===== src/rtl/seq_multiplier_if.sv =====
// Request/response bundle for the iterative multiplier.
// The controller drives it through the master modport, and the multiplier responds through the slave modport.
interface seq_multiplier_if #(
  parameter int WIDTH = 32
);
  logic             start_i;
  logic             signed_i;
  logic [WIDTH-1:0] src1_i;
  logic [WIDTH-1:0] src2_i;
  logic             busy_o;
  logic             done_o;
  logic [WIDTH-1:0] result_o;
  logic [WIDTH-1:0] result_hi_o;

  modport master (
    output start_i, signed_i, src1_i, src2_i,
    input  busy_o, done_o, result_o, result_hi_o
  );

  modport slave (
    input  start_i, signed_i, src1_i, src2_i,
    output busy_o, done_o, result_o, result_hi_o
  );
endinterface


===== src/rtl/seq_multiplier.sv =====
// Radix-2 shift-add multiplier that performs one partial product per clock.
// It works on operand magnitudes and applies the sign to the full 2*WIDTH product at the end.
// Latency is a constant WIDTH cycles, and there is no early termination on zero operands.
module seq_multiplier #(
  parameter int WIDTH = 32
) (
  input  logic           clk_i,
  input  logic           rst_i,
  seq_multiplier_if.slave bus
);
  localparam int CW = (WIDTH > 1) ? $clog2(WIDTH) : 1;

  typedef enum logic [1:0] {
    IDLE = 2'd0,
    RUN  = 2'd1,
    DONE = 2'd2
  } state_t;

  state_t             state;
  state_t             state_next;
  logic [2*WIDTH-1:0] mcand;     // multiplicand, pre-shifted by the current step
  logic [2*WIDTH-1:0] acc;
  logic [2*WIDTH-1:0] acc_sum;
  logic [2*WIDTH-1:0] prod;
  logic [WIDTH-1:0]   mplier;
  logic [WIDTH-1:0]   mag1;
  logic [WIDTH-1:0]   mag2;
  logic [CW-1:0]      count;
  logic               neg;
  logic               accept;
  logic               last;

  // Negating the most negative value in WIDTH bits yields 2^(WIDTH-1) read as unsigned, which is the correct magnitude.
  assign mag1    = (bus.signed_i && bus.src1_i[WIDTH-1]) ? -bus.src1_i : bus.src1_i;
  assign mag2    = (bus.signed_i && bus.src2_i[WIDTH-1]) ? -bus.src2_i : bus.src2_i;
  assign accept  = bus.start_i && (state != RUN);
  assign last    = (state == RUN) && (count == CW'(WIDTH - 1));
  assign acc_sum = mplier[0] ? acc + mcand : acc;

  assign bus.result_o    = prod[WIDTH-1:0];
  assign bus.result_hi_o = prod[2*WIDTH-1:WIDTH];

  // State register; reset aborts any in-flight multiply.
  always_ff @(posedge clk_i) begin
    // NOTE: clocked state uses non-blocking assignments so every register samples pre-edge values.
    if (!rst_i) state <= IDLE;
    else        state <= state_next;
  end

  // Next-state and status outputs.
  always_comb begin
    // NOTE: every output gets a default first, so no path leaves one unassigned and no latch is inferred.
    state_next  = state;
    bus.busy_o  = 1'b0;
    bus.done_o  = 1'b0;
    case (state)
      IDLE: if (accept) state_next = RUN;
      RUN: begin
        bus.busy_o = 1'b1;
        if (last) state_next = DONE;
      end
      DONE: begin
        bus.done_o = 1'b1;
        state_next = bus.start_i ? RUN : IDLE;
      end
      default: state_next = IDLE;
    endcase
  end

  // Datapath: latch operands on accept, run one shift-add step per RUN cycle, and register the signed product on the last step.
  always_ff @(posedge clk_i) begin
    if (!rst_i) begin
      mcand  <= '0;
      mplier <= '0;
      acc    <= '0;
      count  <= '0;
      neg    <= 1'b0;
      prod   <= '0;
    end else begin
      if (accept) begin
        mcand  <= {{WIDTH{1'b0}}, mag1};
        mplier <= mag2;
        acc    <= '0;
        count  <= '0;
        neg    <= bus.signed_i & (bus.src1_i[WIDTH-1] ^ bus.src2_i[WIDTH-1]);
      end else if (state == RUN) begin
        acc    <= acc_sum;
        mcand  <= mcand << 1;
        mplier <= mplier >> 1;
        count  <= count + CW'(1);
      end
      if (last) prod <= neg ? -acc_sum : acc_sum;
    end
  end
endmodule


===== src/flat_wrapper.sv =====
// flat-port wrapper written by rule: the top's interface ports become plain ports
module seq_multiplier_flat 
#(
  parameter int WIDTH = 32
)
  (clk_i, rst_i, bus_start_i, bus_signed_i, bus_src1_i, bus_src2_i, bus_busy_o, bus_done_o, bus_result_o, bus_result_hi_o);
  seq_multiplier_if #(.WIDTH(WIDTH)) bus_i ();
  input  logic clk_i;
  input  logic rst_i;
  input wire logic [$bits(bus_i.start_i)-1:0] bus_start_i;
  input wire logic [$bits(bus_i.signed_i)-1:0] bus_signed_i;
  input wire logic [$bits(bus_i.src1_i)-1:0] bus_src1_i;
  input wire logic [$bits(bus_i.src2_i)-1:0] bus_src2_i;
  output wire logic [$bits(bus_i.busy_o)-1:0] bus_busy_o;
  output wire logic [$bits(bus_i.done_o)-1:0] bus_done_o;
  output wire logic [$bits(bus_i.result_o)-1:0] bus_result_o;
  output wire logic [$bits(bus_i.result_hi_o)-1:0] bus_result_hi_o;
  assign bus_i.start_i = bus_start_i;
  assign bus_i.signed_i = bus_signed_i;
  assign bus_i.src1_i = bus_src1_i;
  assign bus_i.src2_i = bus_src2_i;
  assign bus_busy_o = bus_i.busy_o;
  assign bus_done_o = bus_i.done_o;
  assign bus_result_o = bus_i.result_o;
  assign bus_result_hi_o = bus_i.result_hi_o;
  seq_multiplier #(.WIDTH(WIDTH)) u_core (.clk_i(clk_i), .rst_i(rst_i), .bus(bus_i));
endmodule

===== config.mk =====
export PLATFORM = sky130hd
export DESIGN_NAME = seq_multiplier_flat
export DESIGN_NICKNAME = d
export VERILOG_FILES = /design/src/rtl/seq_multiplier_if.sv /design/src/rtl/seq_multiplier.sv /design/src/flat_wrapper.sv
export SDC_FILE = /design/constraint.sdc
export NUM_CORES = 1
export LEC_CHECK = 0
export CAP_MARGIN = 20
export CELL_PAD_IN_SITES_DETAIL_PLACEMENT = 1
export CELL_PAD_IN_SITES_GLOBAL_PLACEMENT = 2
export CORE_AREA = 5 5 270 272
export CTS_BUF_LIST = sky130_fd_sc_hd__clkbuf_2
export CTS_CLUSTER_SIZE = 12
export DETAILED_ROUTE_END_ITERATION = 16
export DIE_AREA = 0 0 275 277
export PLACE_DENSITY = 0.73
export SLEW_MARGIN = 30
export SYNTH_ARGS = -nofsm -noshare
export SYNTH_HDL_FRONTEND = slang
export SYNTH_SLANG_ARGS = --single-unit

===== constraint.sdc =====
create_clock -name clk_i -period 6.5 [get_ports clk_i]
set_clock_uncertainty 0.15 [all_clocks]
set_input_delay 1.3 -clock clk_i [delete_from_list [all_inputs] [get_ports clk_i]]
set_output_delay 1.3 -clock clk_i [all_outputs]
set_load 0.02 [all_outputs]

==> flow_summary.yaml <==
pwr:
  p_per_area_nw_per_um2: 183.8
  p_switching_mw: 1.421
  p_int_mw: 2.270
  pwr-share-clk_pct: 33.1
  total_power_mw: 3.691
  pwr-share-comb_pct: 24.9
  p_leak_nw: 7.125
  sw_frac_of_total_pct: 38.50
  ir_worst_vdd_v: 0.00008558
  seq_power_share_pct: 42.0
cells_and_area:
  area_delta_synth_final_pct: 15.67
  final_cell_mix: "nor2_1 (326), nand2_1 (292), a21oi_1 (271), dfxtp_1 (230), clkdlybuf4s50_1 (132)"
  final_layout_size_suffix_gt1_share_pct: 8.150
  fin_cells: 3458
  fin_area_sq_um: 20080
  layout.nets: 2591
  layout_commonest_cell: "nor2_1"
placement:
  io_buffer_count: 133
  dp.cells: 3331
  placed_cell_area_sq_um: 19420
  place_hpwl_mm: 54.19
  gp_congestion: 0.8822
cts:
  cts_buffers: 71
  clk_latency_ns: 1.08
  cts_tree: "yes"
  clkSinkCount: 232
  clock_path_buffers: 3
  cts_max_level: 3
  cts_resized: 0
  ctsHoldBuffers: 0
  clk_pin_slew_ns: 0.11
  postCtsSetupBuffers: 0
  clockRootBuffer: "clkbuf_2"
critical_path:
  arrival_ns: 6.15
  crit_required_ns: 7.21
  path_class: "register to register"
  critPathMaxFanout: 7
  critPathLaunchType: "register"
  cp-end-kind: "register"
detailed_routing:
  vias_per_cell: 5.292
  m1WireLength_mm: 31.16
  drc: 0
  routed.top_layer: "met4"
  wl_met3_mm: 1.947
  wirelength_mm: 70.88
  wl_met2_mm: 35.50
  dr_total_vias: 18301
  firstDrtPassIters: 5
  drtAntennaViolNets: 0
  drt_first_iter_violations: 792
  wire_per_inst_microns: 20.50
floorplanning:
  start_util_pct: 24.63
  std_cell_rows: 98
  core_sq_um: 70510
  dieArea_sq_um: 76180
  die_y_microns: 277
  io_pins: 134
  fp.dieW_microns: 275
global_route:
  overflow: 0
  antenna_found_initial: 2
  track_usage_pct: 18.12
  grt_max_degree: 117
  grt_pass1_vias: 18965
  grt_pass1_wl_mm: 110.4
yosys:
  synthesis.nets: 2526
  syn-instance-count: 2389
  ys_seq_elements: 232
  yosys-top-cells-area: "dfxtp_1 (27%), a21oi_1 (7.8%), nor2_1 (7.0%)"
  synthArstFlopShare_pct: 0
  yosys_most_used_dff: "dfxtp_1"
  synth_top_area_cell: "dfxtp_1"
  synth.distinct_cells: 103
  ys_warn_count: 0
  synth_top_area_share_pct: 26.75
  synth_area_sq_um: 17360
  synth_edf_count: 0
  seq_area_frac_synth_pct: 26.75
  syn_avg_cell_area_sq_um: 7.268
sta:
  worstMarginPinSlew_ns: 1.062
  min_period_over_period_pct: 83.78
  rsz0062_at_grt: "no"
  fin_crit_ns: 5.445
  drv_slew: 0
  whs_ns: 0.3072
  setup_tns_ns: 0
  hold_viol: 0
  finalSetupViolations: 0
  max_freq_ghz: 0.1836
  slew_headroom_pct: 28.75
worst_hold_path:
  hp-class: "register to register"
job:
  max_cap_violations: 0
status:
  status: "finished clean"
-- area by class of cell --
class	count	area (sq um)
Clock inverter	28	181.4
Antenna cell	5	12.51
Inverter	39	155.1
Fill cell	8735	50420
Clock buffer	94	470.5
Sequential cell	232	4649
Timing Repair Buffer	155	1494
Multi-Input combinational cell	1955	11930
Tap cell	950	1189
-- path summary, 6_finish.rpt --
check | from | endpoint | slack (ns) | cells after the start
worst min register to register | u_core.prod[14] | u_core.prod[14] | 0.31 | 2
worst max register to register | u_core.mcand[0] | u_core.prod[59] | 1.05 | 15
worst min-delay path | u_core.prod[14] | u_core.prod[14] | 0.31 | 2
worst max-delay path | u_core.mcand[0] | u_core.prod[59] | 1.05 | 15
-- synthesized netlist by cell type (10+ instances only) --
library cell and n:
nor4_1 20, inv_1 36, a21o_1 26, o21ai_1 15, clkbuf_1 128, nor2b_1 17
mux2i_1 40, a311oi_1 13, or3_1 26, a211oi_1 124, xnor2_1 55, nand4_1 49
nand2b_1 16, nor2_1 326, dfxtp_1 232, ha_1 68, buf_1 11, o31ai_1 17
buf_2 22, and2_1 10, a21oi_1 271, o211ai_1 16, nand2_1 294, and3_1 17
o41ai_1 16, o21a_1 21, o21ai_0 115, a31oi_1 22, a211o_1 10, nor3_1 62
nand3_1 55, xor2_1 69
-- registers in the layout (all words and copies together), names as in the netlist --
register / cells
u_core.acc: 64
u_core.mcand: 64
u_core.prod: 64
u_core.mplier: 32
u_core.count: 5
u_core.state: 2
u_core.neg: 1
-- through the flow --
stage / utilization, % / setup WS [ns]
floorplan: - / 1.997
global placement: 27.54 / 1.345
detailed placement: 27.54 / 1.208
CTS: 28.47 / 1.134
global route: 28.49 / 0.6134
finish: 28.49 / 1.055
-- layer usage --
metal	global-route usage, %	vias up
met2	32.30	314
met5	0	-
met4	5.650	0
li1	-	8882
met3	2.686	106
met1	22.36	8999
-- logic make-up (layout without fill, tap and decap cells) --
group / after synthesis / after routing / share of synthesized area (%)
buffers and inverters: 202 / 316 / 4.612
adders and majority gates: 69 / 69 / 5.016
other: 0 / 5 / 0
xor gates and xnor gates: 124 / 124 / 6.255
and+or+nand+nor: 947 / 947 / 25.25
AOI/OAI and AO/OA: 766 / 766 / 29.23
DFF: 232 / 232 / 26.75
muxes: 49 / 49 / 2.890
-- critical path, stage by stage, from the launching register on --
cell and delay [ns]:
dfxtp_1 0.37, ha_1 0.22, inv_1 0.08, fa_1 0.43, nand2b_1 0.20, a211oi_2 0.40, o21ai_4 0.17, a211oi_1 0.45
nor4_1 0.13, nor3b_1 0.66, nor4bb_1 0.53, nand4_1 0.22, or3_1 0.56, nor4_2 0.38, mux2i_1 0.23, a21oi_1 0.08
-- power groups by stage --
stage	logic [mW]	clock network (mW)	registers, mW
final	0.920	1.22	1.55
after floorplan	0.641	0	1.54
after global routing	1.01	1.36	1.56
after CTS	0.924	1.29	1.55
after global placement	0.903	0	1.58
after detailed placement	0.920	0	1.58
(Power assumes the default switching activity.)
